### src/rtl/gray_fifo_ctrl.sv
// Single-clock FIFO pointer controller: binary/Gray write and read pointers,
// RAM enables and addresses, occupancy, status flags and sticky error bits.
module gray_fifo_ctrl #(
   parameter int ADDR_W   = 4,
   parameter int AF_LEVEL = 14,
   parameter int AE_LEVEL = 2
) (
   input  logic              clk,
   input  logic              rst,
   input  logic              clear,
   input  logic              wr_req,
   input  logic              rd_req,
   output logic              wr_en,
   output logic              rd_en,
   output logic [ADDR_W-1:0] wr_addr,
   output logic [ADDR_W-1:0] rd_addr,
   output logic [ADDR_W:0]   wr_ptr_gray,
   output logic [ADDR_W:0]   rd_ptr_gray,
   output logic [ADDR_W:0]   count,
   output logic              full,
   output logic              empty,
   output logic              almost_full,
   output logic              almost_empty,
   output logic              overflow,
   output logic              underflow
);

   localparam int PW = ADDR_W + 1;

   logic [PW-1:0] wb_q, wb_d, rb_q, rb_d;
   logic [PW-1:0] wg_q, wg_d, rg_q, rg_d;
   logic          ovf_q, ovf_d, unf_q, unf_d;

   // Full compares Gray pointers: top two bits inverted, remaining bits equal.
   assign empty = (wg_q == rg_q);
   assign full  = (wg_q == {~rg_q[ADDR_W:ADDR_W-1], rg_q[ADDR_W-2:0]});

   assign count        = wb_q - rb_q;
   assign almost_full  = (count >= PW'(AF_LEVEL));
   assign almost_empty = (count <= PW'(AE_LEVEL));

   assign wr_en = wr_req & ~full & ~clear;
   assign rd_en = rd_req & ~empty & ~clear;

   assign wr_addr     = wb_q[ADDR_W-1:0];
   assign rd_addr     = rb_q[ADDR_W-1:0];
   assign wr_ptr_gray = wg_q;
   assign rd_ptr_gray = rg_q;
   assign overflow    = ovf_q;
   assign underflow   = unf_q;

   always_comb begin
      wb_d  = wb_q + {{(PW-1){1'b0}}, wr_en};
      rb_d  = rb_q + {{(PW-1){1'b0}}, rd_en};
      ovf_d = ovf_q | (wr_req & full);
      unf_d = unf_q | (rd_req & empty);
      if (clear) begin
         wb_d  = '0;
         rb_d  = '0;
         ovf_d = 1'b0;
         unf_d = 1'b0;
      end
      wg_d = wb_d ^ (wb_d >> 1);
      rg_d = rb_d ^ (rb_d >> 1);
   end

   always_ff @(posedge clk or posedge rst) begin
      if (rst) begin
         wb_q  <= '0;
         rb_q  <= '0;
         wg_q  <= '0;
         rg_q  <= '0;
         ovf_q <= 1'b0;
         unf_q <= 1'b0;
      end else begin
         wb_q  <= wb_d;
         rb_q  <= rb_d;
         wg_q  <= wg_d;
         rg_q  <= rg_d;
         ovf_q <= ovf_d;
         unf_q <= unf_d;
      end
   end

endmodule

### config.mk
export PLATFORM = sky130hd
export DESIGN_NAME = gray_fifo_ctrl
export DESIGN_NICKNAME = d
export VERILOG_FILES = /design/src/rtl/gray_fifo_ctrl.sv
export SDC_FILE = /design/constraint.sdc
export NUM_CORES = 1
export LEC_CHECK = 0
export BUFFER_PORTS_ARGS = -buffer_cell sky130_fd_sc_hd__buf_4
export CAP_MARGIN = 20
export CORE_MARGIN = 8
export CORE_UTILIZATION = 45
export DETAILED_ROUTE_END_ITERATION = 16
export PLACE_DENSITY_LB_ADDON = 0.05
export SLEW_MARGIN = 40
export SYNTH_ARGS = -nofsm -noshare
export SYNTH_HDL_FRONTEND = slang
export SYNTH_SLANG_ARGS = --single-unit
### constraint.sdc
create_clock -name clk -period 2.3 [get_ports clk]
set_clock_uncertainty 0.05 [all_clocks]
set_input_delay 0.46 -clock clk [delete_from_list [all_inputs] [get_ports clk]]
set_output_delay 0.46 -clock clk [all_outputs]
set_load 0.1 [all_outputs]
# == Word-level counts from Yosys, hierarchy flattened ==
# Index checks and enable logic that the tools add are counted.
# word_totals
reg_bits,22
out_inout_bits,31
word_cells,31
# op_classes
bitwise,14
eq_ne,2
muxes,4
order_cmp,2
add_sub_neg,3
# ops
operator,count
5-bit by 1-bit adder with 5-bit output,2
5-bit equality test,2
5-bit two-way mux,2
5-bit by 4-bit bitwise XOR with 5-bit output,2
1-bit bitwise AND,6
5-bit by 4-bit >= comparator with 1-bit output (second input constant),1
5-bit by 2-bit <= comparator with 1-bit output (second input constant),1
5-bit subtractor,1
1-bit NOT,3
1-bit two-way mux,2
2-bit NOT,1
1-bit bitwise OR,2

# == Logic depth before layout (Yosys ltp) ==
# Gate-level depths: netlist (run 1).
# depth
word_depth,8
ltp_mapped,10

# == Least setup slack after synthesis (run 1) ==
# Ideal clock, no wire load.
# synth_timing
kind,reg2out
start,reg rb_q[0]
end,out almost_empty
arrival_ps,4675
path_stages_with_launch,8
t_required_ps,1790
slack_ps,-2885
n_path_buf,0
path_cell_list,dfrtp_1 ha_1 inv_1 fa_1 a21o_1 a21oi_2 xnor2_1 a2111oi_2
# synth_between
elab_chain_len,2
# synth_lines
element,line_no,text
"start, declared",30,"logic [PW-1:0] wb_q, wb_d, rb_q, rb_d;"
"start signal, assigned",77,rb_q <= rb_d;
5-bit subtractor,38,assign count = wb_q - rb_q;
net count[4],19,"output logic [ADDR_W:0] count,"
5-bit by 2-bit <= comparator with 1-bit output,40,assign almost_empty = (count <= PW'(AE_LEVEL));
"end, declared",23,"output logic almost_empty,"
# The timed path passes the listed nets, and every way through them passes these cells.

# == Final worst setup path (run 1) ==
# layout_timing
start,reg wb_q[0]
end,out almost_empty
# layout_between
elab_chain_len,2
# layout_lines
element,line_no,text
"start, declared",30,
"start signal, assigned",76,wb_q <= wb_d;
5-bit subtractor,38,
5-bit by 2-bit <= comparator with 1-bit output,40,
# No other way between the ends.

==> results of run 1 <==
## power by group through the flow
stage | Sequential (mW) | Combinational, mW | Clock (mW)
2_1_floorplan | 0.476 | 0.299 | 0
3_3_place_gp | 0.385 | 0.493 | 0
3_5_place_dp | 0.387 | 0.500 | 0
4_1_cts | 0.379 | 0.596 | 0.301
5_1_grt | 0.384 | 0.648 | 0.311
6_report | 0.382 | 0.632 | 0.297
## sequential cells by signal, indices dropped and copies added, names as in the netlist
register and cells:
wb_q 5, rd_ptr_gray 4, overflow 1, wr_ptr_gray 4, underflow 1, rb_q 5
## worst paths after layout
path                            slack, ns  cells after the start      start             end
worst min-delay path                 0.06                      2        rst         rb_q[2]
worst max-delay path                -0.73                      9    wb_q[0]    almost_empty
worst max register to register      -0.04                      9    wb_q[4]  wr_ptr_gray[1]
worst min register to register       0.49                      1  underflow       underflow
max in group asynchronous            1.80                      2        rst         rb_q[4]
min in group clk                     0.46                      3      clear       underflow
## cell families (layout without fill, tap and decap cells)
logic type      count (synthesis)  count (layout)
xor+xnor                       20              20
mux                             2               2
buf+inv                        11              82
flops                          20              20
simple gates                   26              26
compound gates                  7               7
fa+ha+maj                       9               9
## cell type report
type                            instances  area, um2  share of cell area
Tap cell                               28       35.0              0.0167
Inverter                               10       37.5              0.0179
Timing Repair Buffer                   68        647               0.309
Clock inverter                          1       30.0              0.0143
Sequential cell                        20        553               0.264
Multi-Input combinational cell         64        769               0.367
Clock buffer                            3       22.5              0.0108
## Yosys cell counts
library cell	n	share of area
a22o_1	2	0.016
a31o_1	1	0.0082
a2111oi_2	1	0.014
nor2_1	10	0.035
nand3b_1	1	0.0071
fa_1	1	0.019
ha_1	8	0.094
nand2_1	2	0.0071
mux2_2	2	0.021
xnor2_1	10	0.082
nor3_2	1	0.0094
buf_2	1	0.0047
xnor2_2	1	0.015
dfrtp_1	20	0.47
nor2b_1	6	0.035
a21oi_2	1	0.0082
nand3_1	5	0.024
nor2_2	1	0.0059
a21oi_1	1	0.0047
a21o_1	1	0.0071
inv_1	10	0.035
xor2_1	9	0.074
## per-layer routing
metal,routed length [um],vias up
met5,0,-
met1,1510,512
met3,185,14
met2,2280,33
met4,184,0
li1,-,446
## metrics by stage
step	instances	total power, mW
finish	194	1.31
global route	194	1.34
CTS	190	1.28
detailed placement	177	0.886
global placement	177	0.879
floorplan	95	0.775
## cell usage in the layout, fill, tap and decap left out, types with 6 or more instances in the layout
cell     instances
dfrtp_2          6
buf_6           13
dfrtp_4         12
xor2_1           6
buf_4           48
buf_12           7
nor2_1           6
inv_1            7
## repair_timing
| item | in CTS | in global routing |
|---|---|---|
| hold buffers | 0 | 0 |
| cloned | 0 | 0 |
| setup buffers | 9 | 4 |
| pin swaps | 14 | 13 |
| setup endpoints to repair | 12 | 14 |
| gates resized for setup | 44 | 11 |
==> metrics.txt, run 1 <==
status=finished, violations left; failing checks=setup timing; Pint=0.754 mW; Top-Level Pins=36; DP Area=1680 um2; Rows=17; Worst Path Required=1.79 ns; met3 GRT Util=0.0567; final hold viol count=0; total wire length=4170 um; cell area after layout=2090 um2; Worst-path clk slew=0.13 ns; most used routing layer=met2; largest family of logic cells by synthesized area=XOR/XNOR gates; chip width=64.6 um; Adder-Cell Fraction of Synth Area=0.113; worst hold slack=0.0645 ns; core region area=2230 um2; Power Dens Cells=626 nW/um2; initial antenna violation count=0; Worst-Margin Slew=0.414 ns; Slew Limit Fails=0; CTS root buf=clkbuf_4; Comb pwr share=0.482; Mapped Avg Cell Area=11.2 um2; Critical Path Fanout Max=2; Max-Cap Viols=0; Distinct cells, synth=22; sequential share of power=0.292; Die Y=64.6 um; Final WS setup=-0.735 ns; residual DRC count=0; register area share after synthesis=0.471; Detailed Place HPWL=2370 um; mux contribution to synthesized area=0.0212; Worst Path Arrival=2.52 ns; share of cells above drive strength 1=0.765; vias=1005; simple-gate share of the synthesized area=0.124; Critical Setup Path Class=register to output port; met2 Use GR=0.371; Mapped Area=1060 um2; Static Leak=0.952 nW; Final TNS setup=-3.42 ns; CTS max path bufs=2; vias in the first global route=1174; worst-path cell chain=inv_2 > ha_4 > inv_2 > fa_2 > a21o_1 > a21oi_4 > xnor2_4 > a2111oi_4 > buf_6; # port buffers=35; Switch Pwr=0.556 mW; P&R area growth vs syn=97.2%; CP top delay family=compound AO/OA/AOI/OAI gates; synthesized instance count=95; Avg WL per Cell=21.5 um; most used cell, CP=inv_2; Synth Area in XOR/XNOR=0.172; vias per cell=5.18; gpl congestion=0.731; fillers=74; critical path buffer and inverter count=3; M1 GR Usage=0.174; cts bufs inserted=3; Routed Antenna Nets=0; RSZ-0062 raised after global routing=yes; fin crit period=3.03 ns; synthesis-stage register bit count=20; CTS sink cnt=20; Critical Path Max Stage Delay=0.50 ns; first drt pass iteration count=4; Clock power frac=0.226; Die Area=4170 um2; initial core utilization=0.476; H-tree depth=1; Rel. slew slack=0.723; Setup crit start kind=register; yosys warns=0; Hold/Removal Path Class=primary input to async pin; Total GRT Usage=0.197; Compound-Gate Fraction of Synth Area=0.0589; first-pass GRT wire length=6130 um; fmax=330 MHz; Final Setup Violations=10; crit path max-delay cell type=dfrtp_4; Starting DRT DRC Count=19; clk_lat worst skew=0.32 ns; worst vdd ir=0.605 mV; DP Worst Slack=-0.327 ns; CTS tree=done; final core occ=0.938; final worst-path cycle share=1.32; largest net degree at the start of global routing=21; GR Overflow Total=0; Mapped Nets=109; Nets=181; diodes inserted=0; Critical Path End Type=output port; switch share=0.424
(Power assumes the default switching activity.)
==> inputs of run 2 (changes only) <==
--- a/config.mk
+++ b/config.mk
@@ -5,12 +5,15 @@
 export SDC_FILE = /design/constraint.sdc
 export NUM_CORES = 1
 export LEC_CHECK = 0
+export ABC_AREA = 1
 export BUFFER_PORTS_ARGS = -buffer_cell sky130_fd_sc_hd__buf_4
 export CAP_MARGIN = 20
+export CORE_ASPECT_RATIO = 0.5
 export CORE_MARGIN = 8
 export CORE_UTILIZATION = 45
 export DETAILED_ROUTE_END_ITERATION = 16
 export PLACE_DENSITY_LB_ADDON = 0.05
+export RECOVER_POWER = 25
 export SLEW_MARGIN = 40
 export SYNTH_ARGS = -nofsm -noshare
 export SYNTH_HDL_FRONTEND = slang
==> constraint.sdc (replaced) <==
create_clock -name clk -period 2.9 [get_ports clk]
set_clock_uncertainty 0.05 [all_clocks]
set_input_delay 0.58 -clock clk [delete_from_list [all_inputs] [get_ports clk]]
set_output_delay 0.58 -clock clk [all_outputs]
set_load 0.1 [all_outputs]
==> metrics.txt, run 2 <==
status=complete, no violations; register area share after synthesis=0.398 (-0.0727); clk_lat worst skew=0.26 ns (-0.06 ns); Rel. slew slack=0.536 (-0.187); crit path max-delay cell type=dfrtp_4; largest net degree at the start of global routing=21 (unchanged); Worst Path Arrival=2.17 ns (-0.35 ns); Mapped Area=1260 um2 (+18%); cts bufs inserted=3 (unchanged); Worst Path Required=2.27 ns (+0.48 ns); diodes inserted=0 (unchanged); Critical Path Max Stage Delay=0.49 ns (about the same); final worst-path cycle share=0.964; ys flop type=dfrtp_1; synthesized instance count=158 (+66%); CTS root buf=clkbuf_8; fin crit period=2.80 ns; Power Dens Cells=496 nW/um2 (-21%); CTS sink cnt=20 (unchanged); Critical Setup Path Class=register to output port; Post-synth EDFFs=0 (unchanged); total wire length=2870 um (-31%); Slew Limit Fails=0 (unchanged); vias per cell=4.67 (-9.9%); Routed Antenna Nets=0 (unchanged); Setup crit start kind=register; Worst-Margin Slew=0.692 ns (+0.278 ns); Avg WL per Cell=12.3 um (-43%); chip width=90.7 um (+40%); Final Setup Violations=0 (-10); ranking of synthesized cells by area=dfrtp_1 (40%), nand2_1 (11%), inv_1 (9.3%); worst hold slack=0.288 ns (+0.223 ns); Critical Path Fanout Max=3 (+1); Die Y=53.4 um (-17%); fmax=358 MHz; Detailed Place HPWL=2430 um (+2.8%); first-pass GRT wire length=4870 um (-21%); Pint=0.487 mW (-35%); DP Worst Slack=0.369 ns (+0.696 ns); most common cell after layout, fill and taps aside=nand2_1; vias in the first global route=1066 (-9.2%); Comb pwr share=0.408 (-0.074); GR Overflow Total=0 (unchanged); Largest regs=rb_q x5, wb_q x5; P&R area growth vs syn=38.9%; Hold/Removal Path Class=primary input to async pin; residual DRC count=0 (unchanged); switch share=0.438 (+0.0135); vias=1088 (+8.3%); Critical Path End Type=output port; gpl congestion=0.833 (+14%); final core occ=0.667 (-0.271); Rows=13 (-4); Worst-path clk slew=0.08 ns (-0.05 ns); # port buffers=35 (unchanged); fillers=225 (+200%); final hold viol count=0 (unchanged); yosys warns=0 (unchanged); share of cells above drive strength 1=0.439 (-0.326); initial core utilization=0.480 (+0.00406); commonest cells after routing, fill and taps aside=nand2_1 (35), buf_4 (33), inv_1 (26); Nets=211 (+17%); core region area=2620 um2 (+17%); Mapped Avg Cell Area=7.95 um2 (-29%); top-count cell post-synth=nand2_1; Total GRT Usage=0.128 (-0.0684); worst vdd ir=0.377 mV (-38%); Final TNS setup=0 ns (+3.42 ns); Die Area=4840 um2 (+16%); worst-path cell chain=inv_2 > ha_4 > inv_2 > fa_2 > xor2_4 > nor2_1 > nand3_1 > nor2_4 > buf_4; Switch Pwr=0.379 mW (-32%); Mapped Nets=172 (+58%); area share of the largest cell type after synthesis=0.398 (-0.0727); first drt pass iteration count=4 (unchanged); Clock power frac=0.246 (+0.020); H-tree depth=1 (unchanged); RSZ-0062 raised after global routing=no; initial antenna violation count=0 (unchanged); Top-Level Pins=36 (unchanged); top cells by count, synth=nand2_1 (37), inv_1 (31), dfrtp_1 (20); Distinct cells, synth=21 (-4.5%); CTS tree=done; cell area after layout=1750 um2 (-17%); CTS max path bufs=2 (unchanged); Starting DRT DRC Count=33 (+14); DP Area=1690 um2 (+0.15%); Max-Cap Viols=0 (unchanged); synthesis-stage register bit count=20 (unchanged); most used cell, CP=inv_2; Final WS setup=0.104 ns (+0.839 ns); Post-synth ARST share=1.00 (unchanged); most area-hungry cell type in the Yosys netlist=dfrtp_1; sequential share of power=0.347 (+0.055); Static Leak=0.887 nW (-6.8%)
run 2: cell count changes in the layout (fill, tap and decap cells not counted), sizes merged, moves of 4 or more:
cell   change
buf       -34
nand4      +4
nor2b      -6
xnor2      -8
nand3      +6
nor2      +14
xor2       -6
nand2     +36
inv       +23
run 2: path summary, 6_finish.rpt:
kind                                     start              to  slack [ns]  cells past startpoint
worst max-delay path                   wb_q[0]    almost_empty        0.10                      9
worst min-delay path                       rst  wr_ptr_gray[1]        0.29                      2
worst max register to register  rd_ptr_gray[1]  rd_ptr_gray[3]        0.60                     14
worst min register to register       underflow       underflow        0.44                      2
max in group asynchronous                  rst         rb_q[0]        2.13                      2
min in group clk                     underflow       underflow        0.44                      2
run 2: worst max-delay path: cells and delay by family (launching register included):
family        cells  cell delay (ns)
xor+xnor          1             0.17
simple gates      3             0.33
fa+ha+maj         2             0.52
flops             1             0.49
buf+inv           3             0.39
run 2: cell families after synthesis:
logic type / after synthesis / synth area share
fa+ha+maj: 9 / 0.0956
flops: 20 / 0.398
buf+inv: 35 / 0.111
simple gates: 80 / 0.312
compound gates: 8 / 0.0359
xor+xnor: 6 / 0.0478
run 2: layout make-up:
type                       count  area, um2  area share
clock buffer                   4       55.1      0.0315
inverter                      34        128      0.0731
multi-input combinational    103        707       0.405
sequential                    20        543       0.311
tap                           37       46.3      0.0265
timing repair buffer          35        267       0.153
run 2: timing repair:
item                       in CTS  in global routing
setup endpoints to repair       0                  1
gates resized for setup         0                  2
buffers inserted                0                  0
hold buffers                    0                  0
run 2: through the flow:
step                instances  power (mW)
finish                    233       0.866
global route              233       0.897
CTS                       233       0.873
detailed placement        229       0.661
global placement          229       0.658
floorplan                 158       0.597
run 2: per-layer routing:
layer	vias to the layer above	track usage	share of wire
met2	27	0.203	0.43
met1	496	0.163	0.49
li1	560	-	-
met4	0	0.0327	0.0073
met5	-	0	0
met3	5	0.0479	0.068
run 2: power groups by stage:
| stage | registers, mW | clock network (mW) | logic (mW) |
|---|---|---|---|
| after CTS | 0.300 | 0.217 | 0.356 |
| final | 0.300 | 0.213 | 0.353 |
| after detailed placement | 0.306 | 0 | 0.355 |
| after global placement | 0.306 | 0 | 0.353 |
| after global routing | 0.302 | 0.226 | 0.370 |
| after floorplan | 0.372 | 0 | 0.225 |
